## src/rtl/uart_rx_pkt_ctrl.sv

```systemverilog
// UART byte-stream packet framer.
// Frames are SYNC_BYTE, LEN, LEN payload bytes, CHK; the XOR of LEN, payload and CHK must be 0.
// A validated payload is buffered and then replayed over a valid/ready byte stream.
module uart_rx_pkt_ctrl #(
  parameter logic [7:0]  SYNC_BYTE    = 8'hA5,
  parameter int unsigned MAX_LEN      = 16,
  parameter int unsigned TIMEOUT_CLKS = 2170
) (
  input  logic       i_Clock,
  input  logic       i_Rst_L,
  input  logic       i_RX_DV,
  input  logic [7:0] i_RX_Byte,
  output logic [7:0] o_Pkt_Data,
  output logic       o_Pkt_Valid,
  input  logic       i_Pkt_Ready,
  output logic       o_Pkt_Last,
  output logic       o_Busy,
  output logic       o_Err_Chk,
  output logic       o_Err_Len,
  output logic       o_Err_Timeout,
  output logic       o_Overrun,
  output logic [7:0] o_Pkt_Count
);

  localparam int unsigned AW = (MAX_LEN > 1) ? $clog2(MAX_LEN) : 1;
  localparam int unsigned TW = (TIMEOUT_CLKS > 1) ? $clog2(TIMEOUT_CLKS) : 1;
  localparam logic [TW-1:0] TmoLast = TW'(TIMEOUT_CLKS - 1);
  localparam logic [7:0]    MaxLen8 = 8'(MAX_LEN);

  localparam logic [2:0] StIdle    = 3'd0;
  localparam logic [2:0] StLen     = 3'd1;
  localparam logic [2:0] StPayload = 3'd2;
  localparam logic [2:0] StCheck   = 3'd3;
  localparam logic [2:0] StOutput  = 3'd4;

  logic [2:0]    state_q, state_d;
  logic [7:0]    len_q, len_d;
  logic [7:0]    idx_q, idx_d;   // write index while receiving, read index in StOutput
  logic [7:0]    chk_q, chk_d;
  logic [TW-1:0] tmo_q, tmo_d;
  logic [7:0]    cnt_q, cnt_d;
  logic          err_chk_q, err_chk_d;
  logic          err_len_q, err_len_d;
  logic          err_tmo_q, err_tmo_d;
  logic          ovr_q, ovr_d;
  logic          buf_we;
  logic          in_frame;
  logic          at_last;
  logic [7:0]    mem_q [MAX_LEN];

  assign in_frame = (state_q == StLen) || (state_q == StPayload) || (state_q == StCheck);
  assign at_last  = (idx_q == len_q - 8'd1);

  // Next-state, datapath and error-pulse decode.
  always_comb begin
    state_d   = state_q;
    len_d     = len_q;
    idx_d     = idx_q;
    chk_d     = chk_q;
    tmo_d     = tmo_q;
    cnt_d     = cnt_q;
    err_chk_d = 1'b0;
    err_len_d = 1'b0;
    err_tmo_d = 1'b0;
    ovr_d     = 1'b0;
    buf_we    = 1'b0;

    // A strobe always wins over an expiring timeout, so a byte on the terminal cycle is kept.
    if (!in_frame || i_RX_DV) begin
      tmo_d = '0;
    end else if (tmo_q == TmoLast) begin
      tmo_d     = '0;
      state_d   = StIdle;
      err_tmo_d = 1'b1;
    end else begin
      tmo_d = tmo_q + 1'b1;
    end

    case (state_q)
      StIdle: begin
        if (i_RX_DV && (i_RX_Byte == SYNC_BYTE)) state_d = StLen;
      end
      StLen: begin
        if (i_RX_DV) begin
          if ((i_RX_Byte == 8'd0) || (i_RX_Byte > MaxLen8)) begin
            err_len_d = 1'b1;
            state_d   = StIdle;
          end else begin
            len_d   = i_RX_Byte;
            chk_d   = i_RX_Byte;
            idx_d   = 8'd0;
            state_d = StPayload;
          end
        end
      end
      StPayload: begin
        if (i_RX_DV) begin
          buf_we = 1'b1;
          chk_d  = chk_q ^ i_RX_Byte;
          idx_d  = idx_q + 8'd1;
          if (at_last) state_d = StCheck;
        end
      end
      StCheck: begin
        if (i_RX_DV) begin
          if ((chk_q ^ i_RX_Byte) == 8'd0) begin
            idx_d   = 8'd0;
            cnt_d   = cnt_q + 8'd1;
            state_d = StOutput;
          end else begin
            err_chk_d = 1'b1;
            state_d   = StIdle;
          end
        end
      end
      StOutput: begin
        // No room to hold an incoming byte while replaying; drop it and flag it.
        if (i_RX_DV) ovr_d = 1'b1;
        if (i_Pkt_Ready) begin
          if (at_last) state_d = StIdle;
          else         idx_d   = idx_q + 8'd1;
        end
      end
      default: state_d = StIdle;
    endcase
  end

  // Control state and registered error pulses.
  always_ff @(posedge i_Clock or negedge i_Rst_L) begin
    if (!i_Rst_L) begin
      state_q   <= StIdle;
      len_q     <= 8'd0;
      idx_q     <= 8'd0;
      chk_q     <= 8'd0;
      tmo_q     <= '0;
      cnt_q     <= 8'd0;
      err_chk_q <= 1'b0;
      err_len_q <= 1'b0;
      err_tmo_q <= 1'b0;
      ovr_q     <= 1'b0;
    end else begin
      state_q   <= state_d;
      len_q     <= len_d;
      idx_q     <= idx_d;
      chk_q     <= chk_d;
      tmo_q     <= tmo_d;
      cnt_q     <= cnt_d;
      err_chk_q <= err_chk_d;
      err_len_q <= err_len_d;
      err_tmo_q <= err_tmo_d;
      ovr_q     <= ovr_d;
    end
  end

  // Payload buffer; contents are only meaningful after a full frame, so no reset.
  always_ff @(posedge i_Clock) begin
    if (buf_we) mem_q[idx_q[AW-1:0]] <= i_RX_Byte;
  end

  assign o_Pkt_Valid   = (state_q == StOutput);
  assign o_Pkt_Last    = o_Pkt_Valid && at_last;
  assign o_Pkt_Data    = o_Pkt_Valid ? mem_q[idx_q[AW-1:0]] : 8'd0;
  assign o_Busy        = (state_q != StIdle);
  assign o_Err_Chk     = err_chk_q;
  assign o_Err_Len     = err_len_q;
  assign o_Err_Timeout = err_tmo_q;
  assign o_Overrun     = ovr_q;
  assign o_Pkt_Count   = cnt_q;

endmodule

```

## config.mk

```make
export PLATFORM = sky130hd
export DESIGN_NAME = uart_rx_pkt_ctrl
export DESIGN_NICKNAME = d
export VERILOG_FILES = /design/src/rtl/uart_rx_pkt_ctrl.sv
export SDC_FILE = /design/constraint.sdc
export NUM_CORES = 1
export LEC_CHECK = 0
export ABC_AREA = 1
export BUFFER_PORTS_ARGS = -buffer_cell sky130_fd_sc_hd__buf_2
export CORE_ASPECT_RATIO = 0.9
export CORE_MARGIN = 2
export CORE_UTILIZATION = 50
export DETAILED_ROUTE_END_ITERATION = 8
export PLACE_DENSITY = 0.67
export SLEW_MARGIN = 20
export SYNTH_ARGS = -nofsm -noshare
export SYNTH_HDL_FRONTEND = slang
export SYNTH_SLANG_ARGS = --single-unit
```

## constraint.sdc

```tcl
create_clock -name i_Clock -period 2.3 [get_ports i_Clock]
set_input_delay 0.23 -clock i_Clock [delete_from_list [all_inputs] [get_ports i_Clock]]
set_output_delay 0.23 -clock i_Clock [all_outputs]
set_load 0.03 [all_outputs]
```

==> impl_metrics.tcl <==
set metrics [dict create \
    pre_cts_slack_ns 0.261 \
    die_area_sq_um 17200 \
    cp-endpoint "o_Pkt_Data[3]" \
    wl_per_cell_um 18.9 \
    syn_nets 783 \
    maxSlewViolCount 0 \
    firstDrtPassIters 5 \
    ys.flop_type "edfxtp_1" \
    hold_viol_final 0 \
    antenna_left 0 \
    critPathKind "flop to output port" \
    grt_max_degree 55 \
    grt_pass1_vias 5715 \
    dpl.hpwl_mm 12.4 \
    die_y_um 125 \
    cts_tree "built" \
    crit_top_cell "buf_6" \
    design.core.area_sq_um 16000 \
    fin_ws_ns -0.0130 \
    h-tree-depth 4 \
    antenna_found_initial 0 \
    synth_area_leaders "edfxtp_1 (48%), dfrtp_1 (16%), nor2_1 (6.0%), nand2_1 (5.2%), o21ai_0 (4.5%)" \
    numCtsBuffers 17 \
    yosysTopAreaCell "edfxtp_1" \
    ys_async_sr_fraction 0.285 \
    via_per_inst 5.75 \
    synth_cell_types 38 \
    cp_max_fo 13 \
    nNetsFinal 858 \
    slowest_delay_ns 0.49 \
    finalInstanceArea_sq_um 9640 \
    cts_root_buf "clkbuf_16" \
    placed_area_sq_um 8670 \
    setup_violations 3 \
    synthesis.area_sq_um 8080 \
    track_usage 0.238 \
    synthCells 763 \
    hp-class "primary input to flop" \
    synth_top_area_frac 0.476 \
    startpoint_type "flop" \
    cp.arrival_ns 2.08 \
    reg2reg_from "idx_q[0]$_DFFE_PN0P_" \
    worst_pin_slew_ns 0.507 \
    synth_edf_count 128 \
    crit_chain "buf_4 -> buf_6 -> nor2_1 -> o22ai_1 -> nand2_1 -> a41oi_2 -> buf_6" \
    clock-sinks 179 \
    n_antenna_cell 0 \
    layout-drive-gt1-share 0.212 \
    reg2reg_to "mem_q[15][1]$_DFFE_PP_" \
    crit_path_end_kind "output port" \
    yosysWarnings 0 \
    floorplan.rows 44 \
    maxCapViolations 0 \
    via_count 6083 \
    clock_path_buffers 2 \
    die_width_um 138 \
    start_util 0.506 \
    clk_latency_ns 0.44 \
    finalPower_mw 7.24 \
    finalCritPeriodShare 1.01 \
    ios 35 \
    finClkSkew_ns 0.00867 \
    cp.required_ns 2.07 \
    violations "setup timing" \
    drt_iter0_drc 655 \
    vdd_drop_max_mv 0.531 \
    grt_pass1_wl_mm 30.7 \
    synth.avg_cell_area_sq_um 10.6 \
    slew_headroom 0.659 \
    status "finished with violations" \
    drc 0 \
    ys_seq_area_frac 0.634 \
    rsz0062_at_grt "true" \
    period_minus_slack_ns 2.31 \
    p_leak_nw 3.67 \
    slowest_stage "dfrtp_2" \
    path_clk_slew_ns 0.07 \
    place_congestion 0.925 \
    io_buffers 34 \
    power.density_nw_per_um2 751 \
    drt_wl_total_mm 20.0 \
    synth.ff_latch_count 179 \
    rr_worst_depth 8 \
    area_delta_synth_final_pct 19.4 \
    overflow 0 \
    fmax_mhz 432 \
    setup.worst_path.start "idx_q[0]$_DFFE_PN0P_" \
    r2r_slack_ns 0.14 \
]
-- layout by cell type (no fill, tap or decap), types with 6 or more instances in the layout --
master and n:
xnor2_1 15, edfxtp_1 128, o21ai_2 7, inv_1 36, o22ai_2 8, inv_2 10
clkbuf_16 19, buf_2 25, o21ai_0 70, a41oi_2 8, nand4_1 8, nor2_1 130
nand3_1 37, o22ai_1 24, inv_8 6, buf_6 9, o21a_1 8, nor3_1 9
nand2_1 111, nor2_2 6, ha_1 7, buf_4 44, a21oi_1 12, dfrtp_1 49
xor2_1 14
-- where the power goes --
| group | internal, mW | leakage [nW] | switching (mW) | total, mW |
|---|---|---|---|---|
| Sequential | 3.55 | 1.80 | 0.0720 | 3.63 |
| Clock | 1.65 | 0.297 | 1.34 | 2.99 |
| Combinational | 0.234 | 1.58 | 0.392 | 0.626 |
-- critical path: cells and delay by family (launching register included) --
family	cells	cell delay, ns
buffers and inverters	3	0.55
flip-flops	1	0.49
AO/OA/AOI/OAI	2	0.43
AND/OR/NAND/NOR	2	0.17
-- synthesized netlist by cell type, drive strengths merged, types with 8 or more instances --
master  instances
nor2          139
clkbuf         16
o21ai          81
xnor2          15
edfxtp        128
o22ai          32
nand2         119
nand4           8
nor3            9
dfrtp          51
o21a            8
inv            47
xor2           14
nand3          41
buf            15
a21oi          14
a41oi           8
ha              8
-- final cells by class --
cell class	count	area, sq um
fill	1259	6320
sequential	179	5120
multi-input combinational	506	2750
timing repair buffer	86	707
clock buffer	17	425
tap	207	259
clock inverter	15	188
inverter	47	184
timing repair inverter	1	6.26
-- stage by stage --
step                       util  instances  TNS (ns)  hold WS [ns]
final                     0.604       1058   -0.0189         0.130
after global routing      0.604       1058    -0.375         0.134
after CTS                 0.589       1045   -0.0181         0.123
after detailed placement  0.543       1011         0         0.203
after global placement    0.543       1011         0         0.203
after floorplan               -        763         0       -0.0656
-- sequential cells by signal, indices dropped and copies added (netlist names) --
| register | flops |
|---|---|
| o_Overrun | 1 |
| o_Pkt_Count | 8 |
| o_Err_Chk | 1 |
| mem_q | 128 |
| o_Err_Timeout | 1 |
| idx_q | 8 |
| state_q | 3 |
| chk_q | 8 |
| o_Err_Len | 1 |
| len_q | 8 |
| tmo_q | 12 |
-- layer usage --
layer	vias to the layer above	track usage	routed length, um
met5	-	0	0
met4	0	0.0906	493
met3	49	0.0407	1620
met2	275	0.354	9300
met1	2960	0.350	8560
li1	2799	-	-
-- kinds of logic (layout without fill, tap and decap cells) --
logic type,count (synthesis),after routing,share of synthesized area
XOR/XNOR,29,29,0.0314
adder cells (fa/ha/maj),8,8,0.0124
buffers and inverters,78,166,0.0417
flip-flops,179,179,0.634
AND/OR/NAND/NOR,321,321,0.170
AO/OA/AOI/OAI,148,148,0.110
-- how the worst min path moves through the flow --
| stage | startpoint | end | slack (ns) | cells after the start |
|---|---|---|---|---|
| floorplan | i_Rst_L | chk_q[0]$_DFFE_PN0P_ | -0.07 | 0 |
| global placement | i_Rst_L | o_Pkt_Count[6]$_DFFE_PN0P_ | 0.20 | 1 |
| detailed placement | i_Rst_L | o_Pkt_Count[6]$_DFFE_PN0P_ | 0.20 | 1 |
| CTS | i_RX_DV | o_Err_Len$_DFF_PN0_ | 0.12 | 3 |
| global route | i_RX_Byte[2] | len_q[2]$_DFFE_PN0P_ | 0.13 | 3 |
| finish | i_RX_DV | o_Err_Len$_DFF_PN0_ | 0.13 | 3 |
-- repair_timing --
item,4_1_cts,5_1_grt
pin swaps,4,9
resized for setup,24,30
endpoints found under the hold margin,18,0
endpoints found under the setup margin,9,9
cloned,0,4
hold buffers,1,0
buffers inserted,1,9
(Power assumes the default switching activity.)
